### config.mk
export PLATFORM = sky130hd
export DESIGN_NAME = steuerung_generisch
export DESIGN_NICKNAME = d
export VERILOG_FILES = /design/src/rtl/steuerung_generisch.sv
export SDC_FILE = /design/constraint.sdc
export NUM_CORES = 1
export LEC_CHECK = 0
export ABC_CLOCK_PERIOD_IN_PS = 6600
export CELL_PAD_IN_SITES_DETAIL_PLACEMENT = 0
export CELL_PAD_IN_SITES_GLOBAL_PLACEMENT = 1
export CORE_UTILIZATION = 40
export DETAILED_ROUTE_END_ITERATION = 16
export MAX_ROUTING_LAYER = met4
export PLACE_DENSITY_LB_ADDON = 0.05
export SKIP_CTS_REPAIR_TIMING = 1
export SLEW_MARGIN = 30
export SYNTH_ARGS = -nofsm -noshare
export SYNTH_HDL_FRONTEND = slang
export SYNTH_SLANG_ARGS = --single-unit
### constraint.sdc
create_clock -name Clock -period 6.6 [get_ports Clock]
set_input_delay 1.65 -clock Clock [delete_from_list [all_inputs] [get_ports Clock]]
set_output_delay 1.65 -clock Clock [all_outputs]
set_load 0.1 [all_outputs]
### src/rtl/steuerung_generisch.sv
// Multi-cycle control FSM for the Hans core: fetch, parametrised decode, ALU, write-back,
// instruction-boundary interrupt entry, halt, and memory-handshake timeout into a terminal bus error.
module steuerung_generisch #(
  parameter int DECODE_ZYKLEN  = 2,
  parameter int TIMEOUT_BREITE = 8,
  parameter int TIMEOUT_ZYKLEN = 200
) (
  input  logic Clock,
  input  logic Reset,
  input  logic BefehlGeladen,
  input  logic ALUFertig,
  input  logic DatenGeladen,
  input  logic DatenGespeichert,
  input  logic LoadBefehl,
  input  logic StoreBefehl,
  input  logic JALBefehl,
  input  logic UnbedingterSprungBefehl,
  input  logic BedingterSprungBefehl,
  input  logic Bedingung,
  input  logic Interrupt,
  input  logic InterruptFreigabe,
  input  logic Halt,
  output logic LoadBefehlSignal,
  output logic DekodierSignal,
  output logic ALUStartSignal,
  output logic RegisterSchreibSignal,
  output logic LoadDatenSignal,
  output logic StoreDatenSignal,
  output logic PCSignal,
  output logic PCSprungSignal,
  output logic InterruptSignal,
  output logic Angehalten,
  output logic BusFehler
);

  typedef enum logic [3:0] {
    START, FETCH, DECODE, ALU, WB_JUMP, WB_STORE, WB_LOAD, WB_DEFAULT, INTERRUPT, HALT, FEHLER
  } zustandT;

  localparam logic [3:0] dekodierLetzter = 4'(DECODE_ZYKLEN - 1);
  localparam bit timeoutAktiv = (TIMEOUT_ZYKLEN != 0);
  localparam logic [TIMEOUT_BREITE-1:0] warteGrenze =
    TIMEOUT_BREITE'(timeoutAktiv ? TIMEOUT_ZYKLEN - 1 : 0);
  localparam logic [TIMEOUT_BREITE-1:0] warteMax = '1;

  // Output vector bit positions
  localparam int bLoadBefehl = 9;
  localparam int bDekodier   = 8;
  localparam int bAluStart   = 7;
  localparam int bRegSchreib = 6;
  localparam int bLoadDaten  = 5;
  localparam int bStoreDaten = 4;
  localparam int bPc         = 3;
  localparam int bInterrupt  = 2;
  localparam int bAngehalten = 1;
  localparam int bBusFehler  = 0;

  zustandT zustand;
  zustandT zustandNext;
  zustandT grenzZiel;
  logic [3:0] dekodierZaehler;
  logic [TIMEOUT_BREITE-1:0] warteZaehler;
  logic [9:0] ausgabe;
  logic [9:0] ausgabeNext;
  logic timeoutJetzt;
  logic irqAktiv;
  logic wartet;

  assign irqAktiv     = Interrupt && InterruptFreigabe;
  assign timeoutJetzt = timeoutAktiv && (warteZaehler == warteGrenze);
  assign wartet       = (zustand == FETCH) || (zustand == WB_STORE) || (zustand == WB_LOAD);
  assign grenzZiel    = irqAktiv ? INTERRUPT : (Halt ? HALT : FETCH);

  always_comb begin
    zustandNext = zustand;
    case (zustand)
      START:      zustandNext = FETCH;
      FETCH: begin
        if (BefehlGeladen)     zustandNext = DECODE;
        else if (timeoutJetzt) zustandNext = FEHLER;
      end
      DECODE: begin
        if (dekodierZaehler == dekodierLetzter) zustandNext = ALU;
      end
      ALU: begin
        if (ALUFertig) begin
          if (UnbedingterSprungBefehl || BedingterSprungBefehl) zustandNext = WB_JUMP;
          else if (StoreBefehl)                                 zustandNext = WB_STORE;
          else if (LoadBefehl)                                  zustandNext = WB_LOAD;
          else                                                  zustandNext = WB_DEFAULT;
        end
      end
      WB_JUMP:    zustandNext = grenzZiel;
      WB_STORE: begin
        if (DatenGespeichert)  zustandNext = grenzZiel;
        else if (timeoutJetzt) zustandNext = FEHLER;
      end
      WB_LOAD: begin
        if (DatenGeladen)      zustandNext = WB_DEFAULT;
        else if (timeoutJetzt) zustandNext = FEHLER;
      end
      WB_DEFAULT: zustandNext = grenzZiel;
      INTERRUPT:  zustandNext = FETCH;
      HALT: begin
        if (irqAktiv)  zustandNext = INTERRUPT;
        else if (!Halt) zustandNext = FETCH;
      end
      FEHLER:     zustandNext = FEHLER;
      default:    zustandNext = START;
    endcase
  end

  // Outputs are decoded from the next state so the registered copy lines up with the state register.
  always_comb begin
    ausgabeNext = '0;
    case (zustandNext)
      FETCH:      ausgabeNext[bLoadBefehl] = 1'b1;
      DECODE:     ausgabeNext[bDekodier] = 1'b1;
      ALU: begin
        ausgabeNext[bAluStart]   = 1'b1;
        ausgabeNext[bRegSchreib] = JALBefehl;
      end
      WB_JUMP:    ausgabeNext[bPc] = 1'b1;
      WB_STORE: begin
        ausgabeNext[bPc]         = 1'b1;
        ausgabeNext[bStoreDaten] = 1'b1;
      end
      WB_LOAD: begin
        ausgabeNext[bPc]        = 1'b1;
        ausgabeNext[bLoadDaten] = 1'b1;
      end
      WB_DEFAULT: begin
        ausgabeNext[bPc]         = 1'b1;
        ausgabeNext[bRegSchreib] = 1'b1;
      end
      INTERRUPT:  ausgabeNext[bInterrupt] = 1'b1;
      HALT:       ausgabeNext[bAngehalten] = 1'b1;
      FEHLER:     ausgabeNext[bBusFehler] = 1'b1;
      default:    ausgabeNext = '0;
    endcase
  end

  always_ff @(posedge Clock) begin
    if (Reset) begin
      zustand         <= START;
      dekodierZaehler <= '0;
      warteZaehler    <= '0;
      ausgabe         <= '0;
    end else begin
      zustand <= zustandNext;
      ausgabe <= ausgabeNext;
      if (zustand == DECODE && zustandNext == DECODE) dekodierZaehler <= dekodierZaehler + 4'd1;
      else                                           dekodierZaehler <= '0;
      // Saturating wait count, restarted whenever a wait state is (re)entered
      if (zustandNext != zustand)                  warteZaehler <= '0;
      else if (wartet && warteZaehler != warteMax) warteZaehler <= warteZaehler + 1'b1;
    end
  end

  assign LoadBefehlSignal      = ausgabe[bLoadBefehl];
  assign DekodierSignal        = ausgabe[bDekodier];
  assign ALUStartSignal        = ausgabe[bAluStart];
  assign RegisterSchreibSignal = ausgabe[bRegSchreib];
  assign LoadDatenSignal       = ausgabe[bLoadDaten];
  assign StoreDatenSignal      = ausgabe[bStoreDaten];
  assign PCSignal              = ausgabe[bPc];
  assign InterruptSignal       = ausgabe[bInterrupt];
  assign Angehalten            = ausgabe[bAngehalten];
  assign BusFehler             = ausgabe[bBusFehler];

  assign PCSprungSignal = UnbedingterSprungBefehl || (BedingterSprungBefehl && Bedingung);

endmodule

[Word level (Yosys, flattened, before mapping)]
Index checks and enable logic that the tools add are counted.
Word-level totals
  flip-flop bits (word level): 26
  input port bits: 15
  output and inout port bits: 11
  logic and storage cells: 69
Operators by class
  add/sub/neg operators: 2
  eq/ne operators: 24
  muxes and demuxes: 24
  bitwise operators: 1
  reduce and logical (&&, ||, !) cells: 14
Operators with widths (count)
  $mux W4: 10
  $pmux W4 S9: 1
  $eq A4 B3 Y1 const B: 8
  $eq A4 B4 Y1 const B: 6
  $eq A4 B2 Y1 const B: 4
  $eq A4 B1 Y1 const B: 3
  $mux W1: 10
  $add A8 B1 Y8 const B: 1
  $eq A8 B8 Y1 const B: 1
  $ne A8 B8 Y1 const B: 1
  $reduce_or A2 Y1: 4
  $add A4 B1 Y4 const B: 1
  $logic_and A1 B1 Y1: 4
  $logic_not A4 Y1: 1
  $logic_or A1 B1 Y1: 4
  $mux W2: 2
  $ne A4 B4 Y1: 1
  $reduce_or A4 Y1: 1
  $pmux W1 S2: 1
  $not A1 Y1: 1

[Longest topological paths before layout]
Gate-level depths: netlist of run 1.
  depth after elaboration: 9
  mapped depth: 7
  gate-level depth less buffers: 7

[Worst setup path after synthesis of run 1]
OpenSTA, ideal clock, no wires.
  path type: input-to-output
  start point: in Bedingung
  end point: out PCSprungSignal
  arrival time: 2.309 ns
  required time: 4.950 ns
  path slack: 2.641 ns
  stages on the path: 1
  path buffers: 0
  path through: a21o_1
Between the ends
  word-level cells in the longest chain between the ends: 2
Ends and longest elaborated chain
  from (decl): RTL line 19  | input logic Bedingung,
  $logic_and A1 B1 Y1: RTL line 171  | assign PCSprungSignal = UnbedingterSprungBefehl || (BedingterSprungBefehl && Bedingung);
  $logic_or A1 B1 Y1: RTL line 171
  to (decl): RTL line 30  | output logic PCSprungSignal,
Every way passes these cells.

[Worst setup path in the final report of run 1]
  start point: in BedingterSprungBefehl
  end point: out PCSprungSignal
Between the ends
  word-level cells in the longest chain between the ends: 2
Ends and longest elaborated chain
  from (decl): RTL line 18  | input logic BedingterSprungBefehl,
  $logic_and A1 B1 Y1: RTL line 171
  $logic_or A1 B1 Y1: RTL line 171
Every way passes these cells.

==> results.md, run 1 <==
- Relative slew slack: 35.50%
- Worst-margin pin slew: 0.9645 ns
- CTS tree: built
- Max VDD drop: 0.09312 mV
- Met2 Use GR: 31.83%
- Most used flip-flop cell after synthesis: dfxtp_1
- Synthesis-to-layout area growth: 24.37%
- R2R Path End: warteZaehler[7]
- CTS Buf Count: 3
- Top Ports: 26
- Share of cells above drive strength 1: 7.222%
- Vias: 1218
- Nets@finish: 199
- GR Util met1: 22.39%
- Setup Total Neg Slack: 0 ns
- Synthesized area per cell: 8.983 um^2
- Final Setup Violations: 0
- Clk Latency, worst-skew pair: 0.33 ns
- Worst Skew: 0.004495 ns
- Initial Util: 41.99%
- Number of global-route vias before repair: 1143
- Status: finished clean
- Detailed Place HPWL: 2318 um
- Crit Path Class: primary input to primary output
- Hold depth: 1
- HP Class: flip-flop to flip-flop
- Number of remaining DRC errors: 0
- Ys async rst share: 0%
- Core area: 0.003337 mm^2
- Number of buffers added on ports: 25
- H-tree depth: 1
- Vias per cell: 5.389
- RePlAce Congestion: 0.8600
- Area occupied by multi-input gates: 850.8 um^2
- Design area: 0.001743 mm^2
- # clock sinks: 26
- Area of the mapped netlist: 0.001401 mm^2
- Global route overflow: 0
- Total Routed Length: 3070 um
- DIE AREA: 0.003744 mm^2
- CP endpoint: PCSprungSignal
- Max Fclk: 0.1985 GHz
- RSZ-0062 raised after global routing: false
- Commonest non-fill, non-tap cell in the layout: dfxtp_1
- Synth cell types: 53
- Row count: 21
- Busiest grt layer: met2
- Power density over cell area: 233.5 mW/mm^2
- Final min period: 5.039 ns
- Worst Setup Start Kind: primary input
- Reg2Reg Launch Point: zustand[2]
- Routed length per instance: 13.58 um
- Worst Path Required: 4.95 ns
- CTS clk-pin slew, worst paths: 0.14 ns
- CP endpoint kind: primary output
- Clock buffer depth: 2
- Fin. max-slew vios: 0
- Antenna-violating nets left: 0
- Register area: 520.5 um^2
- CP Max Fanout: 3
- Post-synth EDFFs: 0
- Drt pass-1 iters: 4
- Iter 0 DRT Violations: 62
- Synthesized instance count: 156
- Max_cap viols: 0
- Yosys reg bits: 26
- Worst EP arrival: 3.39 ns
- Die outline width: 61.19 um
- Static Leak: 0.0006536 uW
- Die H: 61.19 um
- Root Driver: clkbuf_4
- Diodes inserted: 0
- Most frequent cells in the layout: 26 x dfxtp_1, 25 x clkdlybuf4s50_1, 15 x nand2_1
- Fin crit share: 76.35%
- Post-synthesis net count: 174
- Crit. Startpoint: BedingterSprungBefehl
- Grt met3 use: 4.412%
- Number of hold violations in the final report: 0
- Total GRT Usage: 19.11%
- Yosys warns: 0
- First-pass GRT wire length: 5085 um
- Dpl cell area: 0.001690 mm^2
- Fill cells: 329
- Initial antenna violation count: 0
- Worst-case reg-to-reg path depth: 6
- Largest net degree at the start of global routing: 18
- Seq/Total Area, Yosys: 37.14%
- Reg-to-reg slack, setup: 4.03 ns
-- cells in the mapped netlist (all sizes together) (2+ instances only) --
master	instances	share of area, %
a31oi	2	0.89
and2	3	1.5
o21ai	6	2.1
xnor2	6	3.7
nor4bb	2	1.4
nand2b	2	0.89
nor3	4	1.4
nand3	4	1.4
nor4	2	0.89
xor2	3	1.9
nor2	10	2.7
nor3b	4	2.1
inv	3	0.80
dfxtp	26	37
and4b	8	5.7
a21oi	4	1.4
nand4	4	2.2
and3	3	1.4
nand2	15	4.0
o22a	2	1.3
nor2b	8	3.6
a22oi	2	1.4
and3b	2	1.3
buf	4	1.4
nor4b	4	2.9
ha	3	2.7
or4	2	1.3
-- power by group --
part	leakage [uW]	switching, uW	total (uW)	internal (uW)
clock network	0.0000279	47.8	109	61.5
registers	0.000211	9.88	174	164
logic	0.000415	78.1	124	45.4
-- final cells by class --
class | instances | area share (%)
multi-input combinational | 122 | 48.82
clock inverter | 1 | 1.723
clock buffer | 3 | 1.292
inverter | 3 | 0.6461
timing repair buffer | 25 | 14.36
tap | 46 | 3.302
sequential | 26 | 29.86
-- routing by layer --
metal	vias up	part of all wire (%)
li1	626	-
met1	565	48
met2	23	48
met3	4	2.7
met4	0	1.4
met5	-	0
-- per-stage QoR --
stage	cells	utilization (%)	power, uW	worst slack [ns]	hold WS, ns
final	226	52.23	406.9	1.561	0.5245
after global routing	226	52.23	426.6	1.531	0.5521
after CTS	226	52.23	409.6	1.553	0.5306
after detailed placement	222	50.66	300.8	1.553	0.5112
after global placement	222	50.51	300.2	1.572	0.4806
after floorplan	156	-	266.1	2.641	0.4588
-- worst max-delay path: stages --
cell and delay, ns:
clkdlybuf4s50_1 0.50, a21o_1 0.12, clkdlybuf4s50_1 1.12
-- worst min-delay path by stage --
stage | to | start
detailed placement | dekodierZaehler[0] | dekodierZaehler[0]
floorplan | dekodierZaehler[0] | dekodierZaehler[0]
global placement | dekodierZaehler[0] | dekodierZaehler[0]
global route | dekodierZaehler[0] | dekodierZaehler[0]
finish | dekodierZaehler[0] | dekodierZaehler[0]
CTS | dekodierZaehler[0] | dekodierZaehler[0]
-- state kept, by name, summed over array words and instances, names as in the netlist --
register	cells
dekodierZaehler	4
zustand	4
warteZaehler	8
ausgabe	10
-- kinds of logic after synthesis --
family	Yosys count	synth area share, %
adder cells (fa/ha/maj)	3	2.679
XOR/XNOR	9	5.625
flip-flops	26	37.14
AND/OR/NAND/NOR	82	37.59
buffers and inverters	8	2.500
AO/OA/AOI/OAI	28	14.47
Power figures use the tool's default switching activity.
==> inputs of run 2 (changes only) <==
--- a/config.mk
+++ b/config.mk
@@ -5,10 +5,10 @@
 export SDC_FILE = /design/constraint.sdc
 export NUM_CORES = 1
 export LEC_CHECK = 0
-export ABC_CLOCK_PERIOD_IN_PS = 6600
+export ABC_CLOCK_PERIOD_IN_PS = 4780
 export CELL_PAD_IN_SITES_DETAIL_PLACEMENT = 0
 export CELL_PAD_IN_SITES_GLOBAL_PLACEMENT = 1
-export CORE_UTILIZATION = 40
+export CORE_UTILIZATION = 38
 export DETAILED_ROUTE_END_ITERATION = 16
 export MAX_ROUTING_LAYER = met4
 export PLACE_DENSITY_LB_ADDON = 0.05
==> constraint.sdc (replaced) <==
create_clock -name Clock -period 4.78 [get_ports Clock]
set_input_delay 1.195 -clock Clock [delete_from_list [all_inputs] [get_ports Clock]]
set_output_delay 1.195 -clock Clock [all_outputs]
set_load 0.1 [all_outputs]
==> results.md, run 2 (synthesized netlist as in run 1, its figures left out) <==
- RePlAce Congestion: 0.8714 (+1.3%)
- Commonest non-fill, non-tap cell in the layout: dfxtp_1
- Critical path, cell by cell: clkdlybuf4s50_1 > a21o_1 > buf_4
- Antenna-violating nets left: 0 (unchanged)
- Number of global-route vias before repair: 1138 (-0.44%)
- Max VDD drop: 0.1297 mV (+39%)
- Final min period: 3.292 ns
- Global route overflow: 0 (unchanged)
- # clock sinks: 26 (unchanged)
- Row count: 21 (unchanged)
- Switching Power: 187.0 uW (+38%)
- Crit Path Class: primary input to primary output
- Biggest regs: ausgabe: 10 flops, warteZaehler: 8 flops
- Detailed Place HPWL: 2261 um (-2.4%)
- Die outline width: 62.73 um (+2.5%)
- Crit-path slowest cell: clkdlybuf4s50_1
- Total Routed Length: 2984 um (-2.8%)
- RSZ-0062 raised after global routing: false
- Largest net degree at the start of global routing: 18 (unchanged)
- Core area: 0.003442 mm^2 (+3.1%)
- Fin. max-slew vios: 0 (unchanged)
- CTS tree: built
- First-pass GRT wire length: 5264 um (+3.5%)
- Number of remaining DRC errors: 0 (unchanged)
- Worst Setup Start Kind: primary input
- DIE AREA: 0.003934 mm^2 (+5.1%)
- Switching share of power: 31.68% (-1.7 points)
- Reg2Reg Launch Point: zustand[2]
- Non-filler cells, final: 227 (+0.44%)
- Power density over cell area: 335.0 mW/mm^2 (+43%)
- Worst-margin pin slew: 0.9669 ns (+0.002474 ns)
- Drt pass-1 iters: 4 (unchanged)
- Dpl cell area: 0.001690 mm^2 (unchanged)
- Clock power frac: 30.4% (+3.5 points)
- Number of hold violations in the final report: 0 (unchanged)
- Fin crit share: 68.87%
- Relative slew slack: 35.33% (-0.17 points)
- H-tree depth: 1 (unchanged)
- Vias: 1175 (-3.5%)
- Worst EP arrival: 2.10 ns (-1.29 ns)
- Crit. Startpoint: BedingterSprungBefehl
- CP Max Fanout: 3 (unchanged)
- Cells after DPL: 223 (+0.45%)
- Status: finished clean
- Nets@finish: 200 (+0.50%)
- Root Driver: clkbuf_8
- Number of buffers added on ports: 25 (unchanged)
- Reg-to-reg slack, setup: 2.27 ns (-1.76 ns)
- Diodes inserted: 0 (unchanged)
- Total GRT Usage: 17.34% (-1.8 points)
- Share of cells above drive strength 1: 7.735% (+0.51 points)
- Top Ports: 26 (unchanged)
- Clock buffer depth: 2 (unchanged)
- Combinational group share of total power: 28.9% (-1.5 points)
- Worst path max stage delay: 0.50 ns (-0.62 ns)
- Synthesis-to-layout area growth: 25.71%
- CTS clk-pin slew, worst paths: 0.09 ns (-0.05 ns)
- Die H: 62.73 um (+2.5%)
- Vias per cell: 5.176 (-4.0%)
- CP endpoint kind: primary output
- Max Fclk: 0.3038 GHz
- Static Leak: 0.0006656 uW (+1.8%)
- Clk Latency, worst-skew pair: 0.27 ns (-0.06 ns)
- Final Setup Violations: 0 (unchanged)
- Design area: 0.001762 mm^2 (+1.1%)
- Largest register by flop count: ausgabe
- Worst Path Required: 3.59 ns (-1.36 ns)
- Worst Skew: 0.007603 ns (+0.003108 ns)
- Largest register FFs: 10 (unchanged)
- Initial Util: 40.71% (-1.3 points)
- Iter 0 DRT Violations: 64 (+3.2%)
- Setup Total Neg Slack: 0 ns (unchanged)
- Max_cap viols: 0 (unchanged)
- Hold path start: dekodierZaehler[0]
- HP Class: flip-flop to flip-flop
- Initial antenna violation count: 0 (unchanged)
- Routed length per instance: 13.15 um (-3.2%)
- CTS Buf Count: 3 (unchanged)
- P_int: 403.1 uW (+49%)
- Sequential Power Share: 40.7% (-2.1 points)
- Most frequent cells in the layout: 26 x dfxtp_1, 24 x clkdlybuf4s50_1, 15 x nand2_1
[run 2: worst paths after layout]
path | end | cells after the start
worst max-delay path | PCSprungSignal | 3
worst min-delay path | dekodierZaehler[0] | 1
worst max register to register | warteZaehler[3] | 6
worst min register to register | dekodierZaehler[0] | 1
[run 2: per-layer routing]
metal / vias up / wire, um / track usage [%]
met2: 24 / 1358 / 26.90
met4: 0 / 48 / 7.267
met5: - / 0 / -
met1: 520 / 1488 / 22.10
li1: 627 / - / -
met3: 4 / 89 / 3.102
[run 2: stage by stage]
stage          worst slack, ns  utilization, %  total power (uW)  hold WS (ns)
5_1_grt                  1.469           51.18             622.9        0.5313
4_1_cts                  1.483           51.18             595.0        0.4987
3_3_place_gp             1.508           49.11             415.3        0.4787
3_5_place_dp             1.455           49.11             416.0        0.4849
6_report                 1.488           51.18             590.1        0.4925
2_1_floorplan            1.731               -             367.5        0.4588
[run 2: power groups by stage]
| stage | logic (uW) | clock network [uW] | registers, uW |
|---|---|---|---|
| 2_1_floorplan | 92.2 | 0 | 275 |
| 3_3_place_gp | 170 | 0 | 245 |
| 3_5_place_dp | 171 | 0 | 245 |
| 4_1_cts | 171 | 184 | 240 |
| 5_1_grt | 186 | 194 | 242 |
| 6_report | 171 | 179 | 240 |
[run 2: cell type report]
| cell class | count | area, um^2 |
|---|---|---|
| clock buffer | 3 | 41.29 |
| sequential | 26 | 520.5 |
| timing repair buffer | 26 | 255.2 |
| fill | 310 | 1680 |
| multi-input combinational | 122 | 845.8 |
| clock inverter | 1 | 30.03 |
| inverter | 3 | 11.26 |
| tap | 46 | 57.56 |
[run 2: critical path: cells and delay by family]
family,cells,cell delay (ns)
AOI/OAI and AO/OA,1,0.12
buffers and inverters,2,0.78
